===== src/rtl/upsp_pkg.sv =====
// Shared types and constants for the upsampler write-back path (PE array, merger, access control).
package upsp_pkg;

  localparam int UPSP_N_PARALLEL = 4;
  localparam int UPSP_DATA_WIDTH = 96;

  typedef enum logic [1:0] {
    IDLE = 2'd0,
    RUN  = 2'd1,
    DONE = 2'd2
  } merger_state_t;

  // A zero or out-of-range config field falls back to dflt.
  function automatic logic [31:0] norm_cfg(input logic [31:0] value,
                                           input logic [31:0] dflt,
                                           input logic [31:0] max_val);
    norm_cfg = ((value == 32'd0) || (value > max_val)) ? dflt : value;
  endfunction

endpackage


===== src/rtl/merger_lane_fifo.sv =====
// Per-lane show-ahead FIFO: the head entry is always visible on rd_data while !empty.
module merger_lane_fifo #(
  parameter int DATA_WIDTH = 96,
  parameter int FIFO_DEPTH = 8
) (
  input  logic                  clk,
  input  logic                  rst,
  input  logic                  flush,
  input  logic                  wr_en,
  input  logic [DATA_WIDTH-1:0] wr_data,
  input  logic                  rd_en,
  output logic [DATA_WIDTH-1:0] rd_data,
  output logic                  full,
  output logic                  empty
);

  localparam int AW = $clog2(FIFO_DEPTH);

  logic [DATA_WIDTH-1:0] mem [FIFO_DEPTH];
  logic [AW:0]           wr_ptr;
  logic [AW:0]           rd_ptr;
  logic                  do_write;
  logic                  do_read;

  assign do_write = wr_en && !full;
  assign do_read  = rd_en && !empty;

  // The extra pointer MSB separates full (wrap bits differ) from empty (identical pointers).
  assign empty   = (wr_ptr == rd_ptr);
  assign full    = (wr_ptr[AW] != rd_ptr[AW]) && (wr_ptr[AW-1:0] == rd_ptr[AW-1:0]);
  assign rd_data = mem[rd_ptr[AW-1:0]];

  always_ff @(posedge clk) begin
    if (rst || flush) begin
      wr_ptr <= '0;
      rd_ptr <= '0;
    end else begin
      if (do_write) wr_ptr <= wr_ptr + 1'b1;
      if (do_read)  rd_ptr <= rd_ptr + 1'b1;
    end
  end

  always_ff @(posedge clk) begin
    if (do_write) mem[wr_ptr[AW-1:0]] <= wr_data;
  end

endmodule


===== src/rtl/upsp_output_merger.sv =====
// Merges per-PE column-segment write streams back into one raster-ordered AXI-Stream.
module upsp_output_merger
  import upsp_pkg::*;
#(
  parameter int N_PARALLEL  = UPSP_N_PARALLEL,
  parameter int DATA_WIDTH  = UPSP_DATA_WIDTH,
  parameter int SEG_BEATS_W = 16,
  parameter int ROWS_W      = 16,
  parameter int FIFO_DEPTH  = 8
) (
  input  logic                             clk,
  input  logic                             rst,
  input  logic                             start,
  input  logic [$clog2(N_PARALLEL+1)-1:0]  cfg_n_active,
  input  logic [SEG_BEATS_W-1:0]           cfg_seg_beats,
  input  logic [ROWS_W-1:0]                cfg_rows,
  output logic                             busy,
  output logic                             done,
  input  logic [N_PARALLEL-1:0]            upsp_ac_wvalid,
  input  logic [N_PARALLEL*DATA_WIDTH-1:0] upsp_ac_wdata,
  output logic [N_PARALLEL-1:0]            ac_upsp_wready,
  output logic                             m_axis_tvalid,
  input  logic                             m_axis_tready,
  output logic [DATA_WIDTH-1:0]            m_axis_tdata,
  output logic                             m_axis_tlast,
  output logic                             m_axis_tuser
);

  localparam int LANE_W = (N_PARALLEL > 1) ? $clog2(N_PARALLEL) : 1;

  merger_state_t state;
  merger_state_t next_state;

  logic [N_PARALLEL-1:0]            lane_en;
  logic [N_PARALLEL-1:0]            fifo_full;
  logic [N_PARALLEL-1:0]            fifo_empty;
  logic [N_PARALLEL-1:0]            fifo_wr;
  logic [N_PARALLEL-1:0]            fifo_rd;
  logic [N_PARALLEL*DATA_WIDTH-1:0] fifo_dout;

  logic [LANE_W-1:0]      lane;
  logic [LANE_W-1:0]      last_lane;
  logic [SEG_BEATS_W-1:0] beat;
  logic [SEG_BEATS_W-1:0] last_beat;
  logic [ROWS_W-1:0]      row;
  logic [ROWS_W-1:0]      last_row;
  logic                   all_loaded;

  logic [31:0] n_norm;
  logic [31:0] seg_norm;
  logic [31:0] rows_norm;

  logic                  accept_start;
  logic                  load;
  logic                  out_fire;
  logic                  seg_end;
  logic                  lane_end;
  logic                  row_end;
  logic [DATA_WIDTH-1:0] head_data;
  logic                  head_empty;

  logic                  out_valid;
  logic [DATA_WIDTH-1:0] out_data;
  logic                  out_last;
  logic                  out_user;
  logic                  out_final;

  assign accept_start = (state == IDLE) && start;

  assign n_norm    = norm_cfg(32'(cfg_n_active), 32'(N_PARALLEL), 32'(N_PARALLEL));
  assign seg_norm  = norm_cfg(32'(cfg_seg_beats), 32'd1, 32'hFFFF_FFFF);
  assign rows_norm = norm_cfg(32'(cfg_rows), 32'd1, 32'hFFFF_FFFF);

  assign head_data  = fifo_dout[lane*DATA_WIDTH +: DATA_WIDTH];
  assign head_empty = fifo_empty[lane];

  assign seg_end  = (beat == last_beat);
  assign lane_end = (lane == last_lane);
  assign row_end  = (row == last_row);

  // Once the frame's final beat is in the output register, surplus FIFO contents are left alone.
  assign load     = (state == RUN) && !all_loaded && !head_empty && (!out_valid || m_axis_tready);
  assign out_fire = out_valid && m_axis_tready;

  for (genvar i = 0; i < N_PARALLEL; i++) begin : g_lane
    assign ac_upsp_wready[i] = (state == RUN) && lane_en[i] && !fifo_full[i];
    assign fifo_wr[i]        = upsp_ac_wvalid[i] && ac_upsp_wready[i];
    assign fifo_rd[i]        = load && (lane == LANE_W'(i));

    merger_lane_fifo #(
      .DATA_WIDTH (DATA_WIDTH),
      .FIFO_DEPTH (FIFO_DEPTH)
    ) u_fifo (
      .clk     (clk),
      .rst     (rst),
      .flush   (accept_start),
      .wr_en   (fifo_wr[i]),
      .wr_data (upsp_ac_wdata[i*DATA_WIDTH +: DATA_WIDTH]),
      .rd_en   (fifo_rd[i]),
      .rd_data (fifo_dout[i*DATA_WIDTH +: DATA_WIDTH]),
      .full    (fifo_full[i]),
      .empty   (fifo_empty[i])
    );
  end

  always_ff @(posedge clk) begin
    if (rst) state <= IDLE;
    else     state <= next_state;
  end

  always_comb begin
    next_state = state;
    busy       = 1'b0;
    done       = 1'b0;
    case (state)
      IDLE: if (start) next_state = RUN;
      RUN: begin
        busy = 1'b1;
        if (out_fire && out_final) next_state = DONE;
      end
      DONE: begin
        done       = 1'b1;
        next_state = IDLE;
      end
      default: next_state = IDLE;
    endcase
  end

  always_ff @(posedge clk) begin
    if (rst) begin
      lane_en    <= '0;
      last_lane  <= '0;
      last_beat  <= '0;
      last_row   <= '0;
      lane       <= '0;
      beat       <= '0;
      row        <= '0;
      all_loaded <= 1'b0;
      out_valid  <= 1'b0;
      out_data   <= '0;
      out_last   <= 1'b0;
      out_user   <= 1'b0;
      out_final  <= 1'b0;
    end else begin
      if (accept_start) begin
        for (int i = 0; i < N_PARALLEL; i++) lane_en[i] <= (32'(i) < n_norm);
        last_lane  <= LANE_W'(n_norm - 32'd1);
        last_beat  <= SEG_BEATS_W'(seg_norm - 32'd1);
        last_row   <= ROWS_W'(rows_norm - 32'd1);
        lane       <= '0;
        beat       <= '0;
        row        <= '0;
        all_loaded <= 1'b0;
      end

      if (load) begin
        out_valid <= 1'b1;
        out_data  <= head_data;
        out_last  <= lane_end && seg_end;
        out_user  <= (row == '0) && (lane == '0) && (beat == '0);
        out_final <= lane_end && seg_end && row_end;
        if (lane_end && seg_end && row_end) all_loaded <= 1'b1;
        if (seg_end) begin
          beat <= '0;
          if (lane_end) begin
            lane <= '0;
            row  <= row + 1'b1;
          end else begin
            lane <= lane + 1'b1;
          end
        end else begin
          beat <= beat + 1'b1;
        end
      end else if (out_fire) begin
        out_valid <= 1'b0;
      end
    end
  end

  assign m_axis_tvalid = out_valid;
  assign m_axis_tdata  = out_data;
  assign m_axis_tlast  = out_last;
  assign m_axis_tuser  = out_user;

endmodule


===== config.mk =====
export PLATFORM = sky130hd
export DESIGN_NAME = upsp_output_merger
export DESIGN_NICKNAME = d
export VERILOG_FILES = /design/src/rtl/upsp_pkg.sv /design/src/rtl/merger_lane_fifo.sv /design/src/rtl/upsp_output_merger.sv
export SDC_FILE = /design/constraint.sdc
export NUM_CORES = 2
export LEC_CHECK = 0
export CORE_ASPECT_RATIO = 2
export CORE_MARGIN = 4
export CORE_UTILIZATION = 40
export DETAILED_ROUTE_END_ITERATION = 8
export DONT_BUFFER_PORTS = 1
export SYNTH_ARGS = -nofsm -noshare
export SYNTH_HDL_FRONTEND = slang
export SYNTH_SLANG_ARGS = --single-unit

===== constraint.sdc =====
create_clock -name clk -period 14.6 [get_ports clk]
set_input_delay 1.46 -clock clk [delete_from_list [all_inputs] [get_ports clk]]
set_output_delay 1.46 -clock clk [all_outputs]
set_load 0.02 [all_outputs]

==> impl_metrics.toml <==
[power_and_ir_drop]
cellLeakagePower_nw = 41.9
pwr_density_cell_mw_per_mm2 = 130
vdd_ir_drop_max_uv = 103
p_total_mw = 18.3

[global_route]
grt.total_usage_pct = 20.8
grt_pass1_vias = 65400
largest_net_degree_at_the_start_of_global_routing = 164
globalRouteOverflowTotal = 0
grt_first_pass_wirelength_mm = 488
initial_antenna_violation_count = 18

[cts]
clockBufferDepth = 4
clkLatencyLatePin_ns = 0.89
ctsResizeCount = 0
htree_levels = 5
clock_tree.root_cell = "clkbuf_16"
postCtsSetupBuffers = 0
cts-buffers-inserted = 301
holdBufCountCts = 0
path_clk_slew_ns = 0.06
clock_sinks = 3291
clock_tree_from_tritoncts = "yes"

[setup_path]
worst_r2r_endpoint = "m_axis_tdata[83]$_SDFFE_PP0N_"
timing.critical_path.arrival_ns = 5.86
crit_path_start_kind = "flop"
setup.worst_path.class = "flop to flop"
cp-endpoint = "m_axis_tdata[83]$_SDFFE_PP0N_"
worstSetupEndpointType = "flop"
worst-path-max-fanout = 49
reg2reg_depth = 8
reg2reg_setup_slack_ns = 9.45
cp.required_ns = 15.30

[route]
drtPass1Iterations = 8
post-route-drc-count = 0
route.detailed.wl_per_inst_um = 31.8
routed_wirelength_mm = 344
ant_nets = 0
detailroute.via_count = 62900
post_drt_via_cell_ratio = 5.81
first_iter_violations = 5752

[synth]
postSynthAreaPerCell_um2 = 19.5
synth_top_cells_by_area = "edfxtp_1 (73%), mux4_2 (10%), dfxtp_1 (3.5%)"
synth_top_flop_cell = "edfxtp_1"
synth_cells = 6467
mappedNetlistNets = 6913
post-synth-top-area-cell = "edfxtp_1"
synth-seq-cells = 3291
synth_warn = 0
yosysSeqAreaShare_pct = 76.5
synth_area_mm2 = 0.126
async_reset_ff_share_pct = 0
synth-edff-count = 3072
synth_unique_cells = 67
yosysTopAreaCellShare_pct = 73.0

[place]
port-buffer-count = 0
dp_hpwl_mm = 209
gp_routability_congestion = 0.776
postPlaceCellArea_mm2 = 0.131
place.detailed.instances = 10300

[cells_and_area]
area_growth_pct = 11.4
finalNetCount = 6930
post_route_cells_drive_above_1_share_pct = 20.6
final-instance-count-excl-fill = 10800
final_non_filler_cell_area_mm2 = 0.141

[die]
io_pins = 532
row_count = 291
start_util_pct = 40.2
die_width_um = 405
chipHeight_um = 803
design.core.area_mm2 = 0.314
design.die.area_mm2 = 0.325

[sta]
final_report_max_slew_violation_count = 0
unrepaired_setup_endpoints_after_global_routing = "no"
fin_crit_ns = 5.15
skew_ns = 0.0674
fmaxAchievable_ghz = 0.194
hold_viol_final = 0
post-route-period-util_pct = 35.3
max_slew_margin_pct = 11.5
setup-violations-final = 0
fin_setup_tns_ns = 0
transition_time_at_the_pin_with_the_least_slew_margin_ns = 1.33

[status]
outcome = "completed"

[job]
max-cap-violations = 0

[min_path]
min_path_type = "flop to flop"
-- metal layers --
layer	share of wire (%)	vias to the layer above	global-route usage [%]
met2	48	2235	34.2
met5	0.0035	-	0
li1	-	26600	-
met3	11	375	8.59
met4	1.9	2	4.49
met1	38	33700	25.8
-- cell families after synthesis --
family                   share of synthesized area (%)
XOR/XNOR                                         0.572
buffers and inverters                             1.44
adder cells (fa/ha/maj)                          0.188
AO/OA/AOI/OAI                                     5.10
flip-flops                                        76.5
AND/OR/NAND/NOR                                   3.41
multiplexers                                      12.8
-- Yosys cell counts (6+ instances only) --
library cell	instances
a211oi_1	220
a21o_1	7
a21oi_1	140
a221o_1	94
a22o_1	94
a31oi_1	96
and3_1	8
buf_1	38
buf_2	125
clkbuf_1	237
dfxtp_1	219
edfxtp_1	3072
ha_1	19
inv_1	19
mux2_2	193
mux2i_1	104
mux4_2	576
nand2_1	71
nand2b_1	117
nand3_1	53
nand3b_1	7
nand4_1	18
nand4b_1	9
nor2_1	378
nor2b_1	99
nor3_1	32
nor4_1	18
o211ai_1	6
o21ai_0	23
o22ai_1	191
o311ai_0	8
o31ai_1	6
or3_1	22
or4_1	9
xnor2_1	52
xor2_1	25
-- layout make-up --
type	instances	area, um2
Fill cell	26500	173000
Sequential cell	3291	96700
Multi-Input combinational cell	2747	28200
Clock buffer	378	8030
Tap cell	4102	5130
Clock inverter	158	1540
Timing Repair Buffer	123	1120
Inverter	20	75.1
Antenna cell	5	12.5
-- per-stage QoR --
step / hold WS [ns] / utilization (%) / setup WS, ns
3_5_place_dp: 0.461 / 41.8 / 9.28
2_1_floorplan: 0.432 / - / 3.17
6_report: 0.473 / 44.8 / 9.45
5_1_grt: 0.500 / 44.8 / 8.89
4_1_cts: 0.471 / 44.8 / 9.25
3_3_place_gp: 0.450 / 41.8 / 9.26
-- registers in the layout, summed over array words and instances, names as in the netlist, 2 cells and up, named ones only --
register	cells
last_beat	16
row	16
last_row	16
g_lane.u_fifo.rd_ptr	16
lane	2
m_axis_tdata	96
g_lane.u_fifo.wr_ptr	16
last_lane	2
lane_en	4
beat	16
state	2
g_lane.u_fifo.mem	3072
-- worst max-delay path, cell delays in order (launching register included) --
cell and delay, ns:
dfxtp_4 0.80, buf_4 0.77, buf_4 0.77, buf_4 0.95, mux4_2 0.60, a22o_1 0.19
a221o_1 0.36, a31oi_1 0.18, a211oi_1 0.10
-- worst min-delay path by stage --
stage / cells past startpoint / to / slack [ns] / start
after global placement: 2 / lane_en[2]$_SDFFE_PP0P_ / 0.45 / lane_en[2]$_SDFFE_PP0P_
final: 2 / last_row[0]$_SDFFE_PP0P_ / 0.47 / last_row[0]$_SDFFE_PP0P_
after global routing: 2 / out_final$_SDFFE_PP0N_ / 0.50 / out_final$_SDFFE_PP0N_
after floorplan: 2 / lane_en[2]$_SDFFE_PP0P_ / 0.43 / lane_en[2]$_SDFFE_PP0P_
after detailed placement: 2 / lane_en[2]$_SDFFE_PP0P_ / 0.46 / lane_en[2]$_SDFFE_PP0P_
after CTS: 2 / lane_en[2]$_SDFFE_PP0P_ / 0.47 / lane_en[2]$_SDFFE_PP0P_
-- layout by cell type, fill, tap and decap left out, types with 20 or more instances in the layout --
master	netlist	routed
a211oi_1	220	220
edfxtp_1	3072	3072
a22o_1	94	94
bufinv_16	0	25
nor2b_1	99	99
or3_1	22	22
clkinv_2	0	51
clkinv_1	0	53
mux2i_1	104	104
clkbuf_16	0	309
nor2_1	378	357
buf_4	4	107
a221o_1	94	94
xor2_1	25	25
a31oi_1	96	96
clkbuf_1	237	65
nand2_1	71	68
nor3_1	32	20
nand3_1	53	53
nor2_4	0	21
xnor2_1	52	52
mux2_2	193	193
o21ai_0	23	23
o22ai_1	191	191
dfxtp_1	219	209
nand2b_1	117	116
mux4_2	576	576
a21oi_1	140	140
-- report_power, final --
part	internal (mW)	switching [mW]	leakage [nW]
logic	0.0401	0.0616	7.82
registers	10.3	0.0165	29.4
clock network	4.37	3.44	4.69
total	14.7	3.52	41.9
Note: power is estimated with default switching activity, not from simulation.
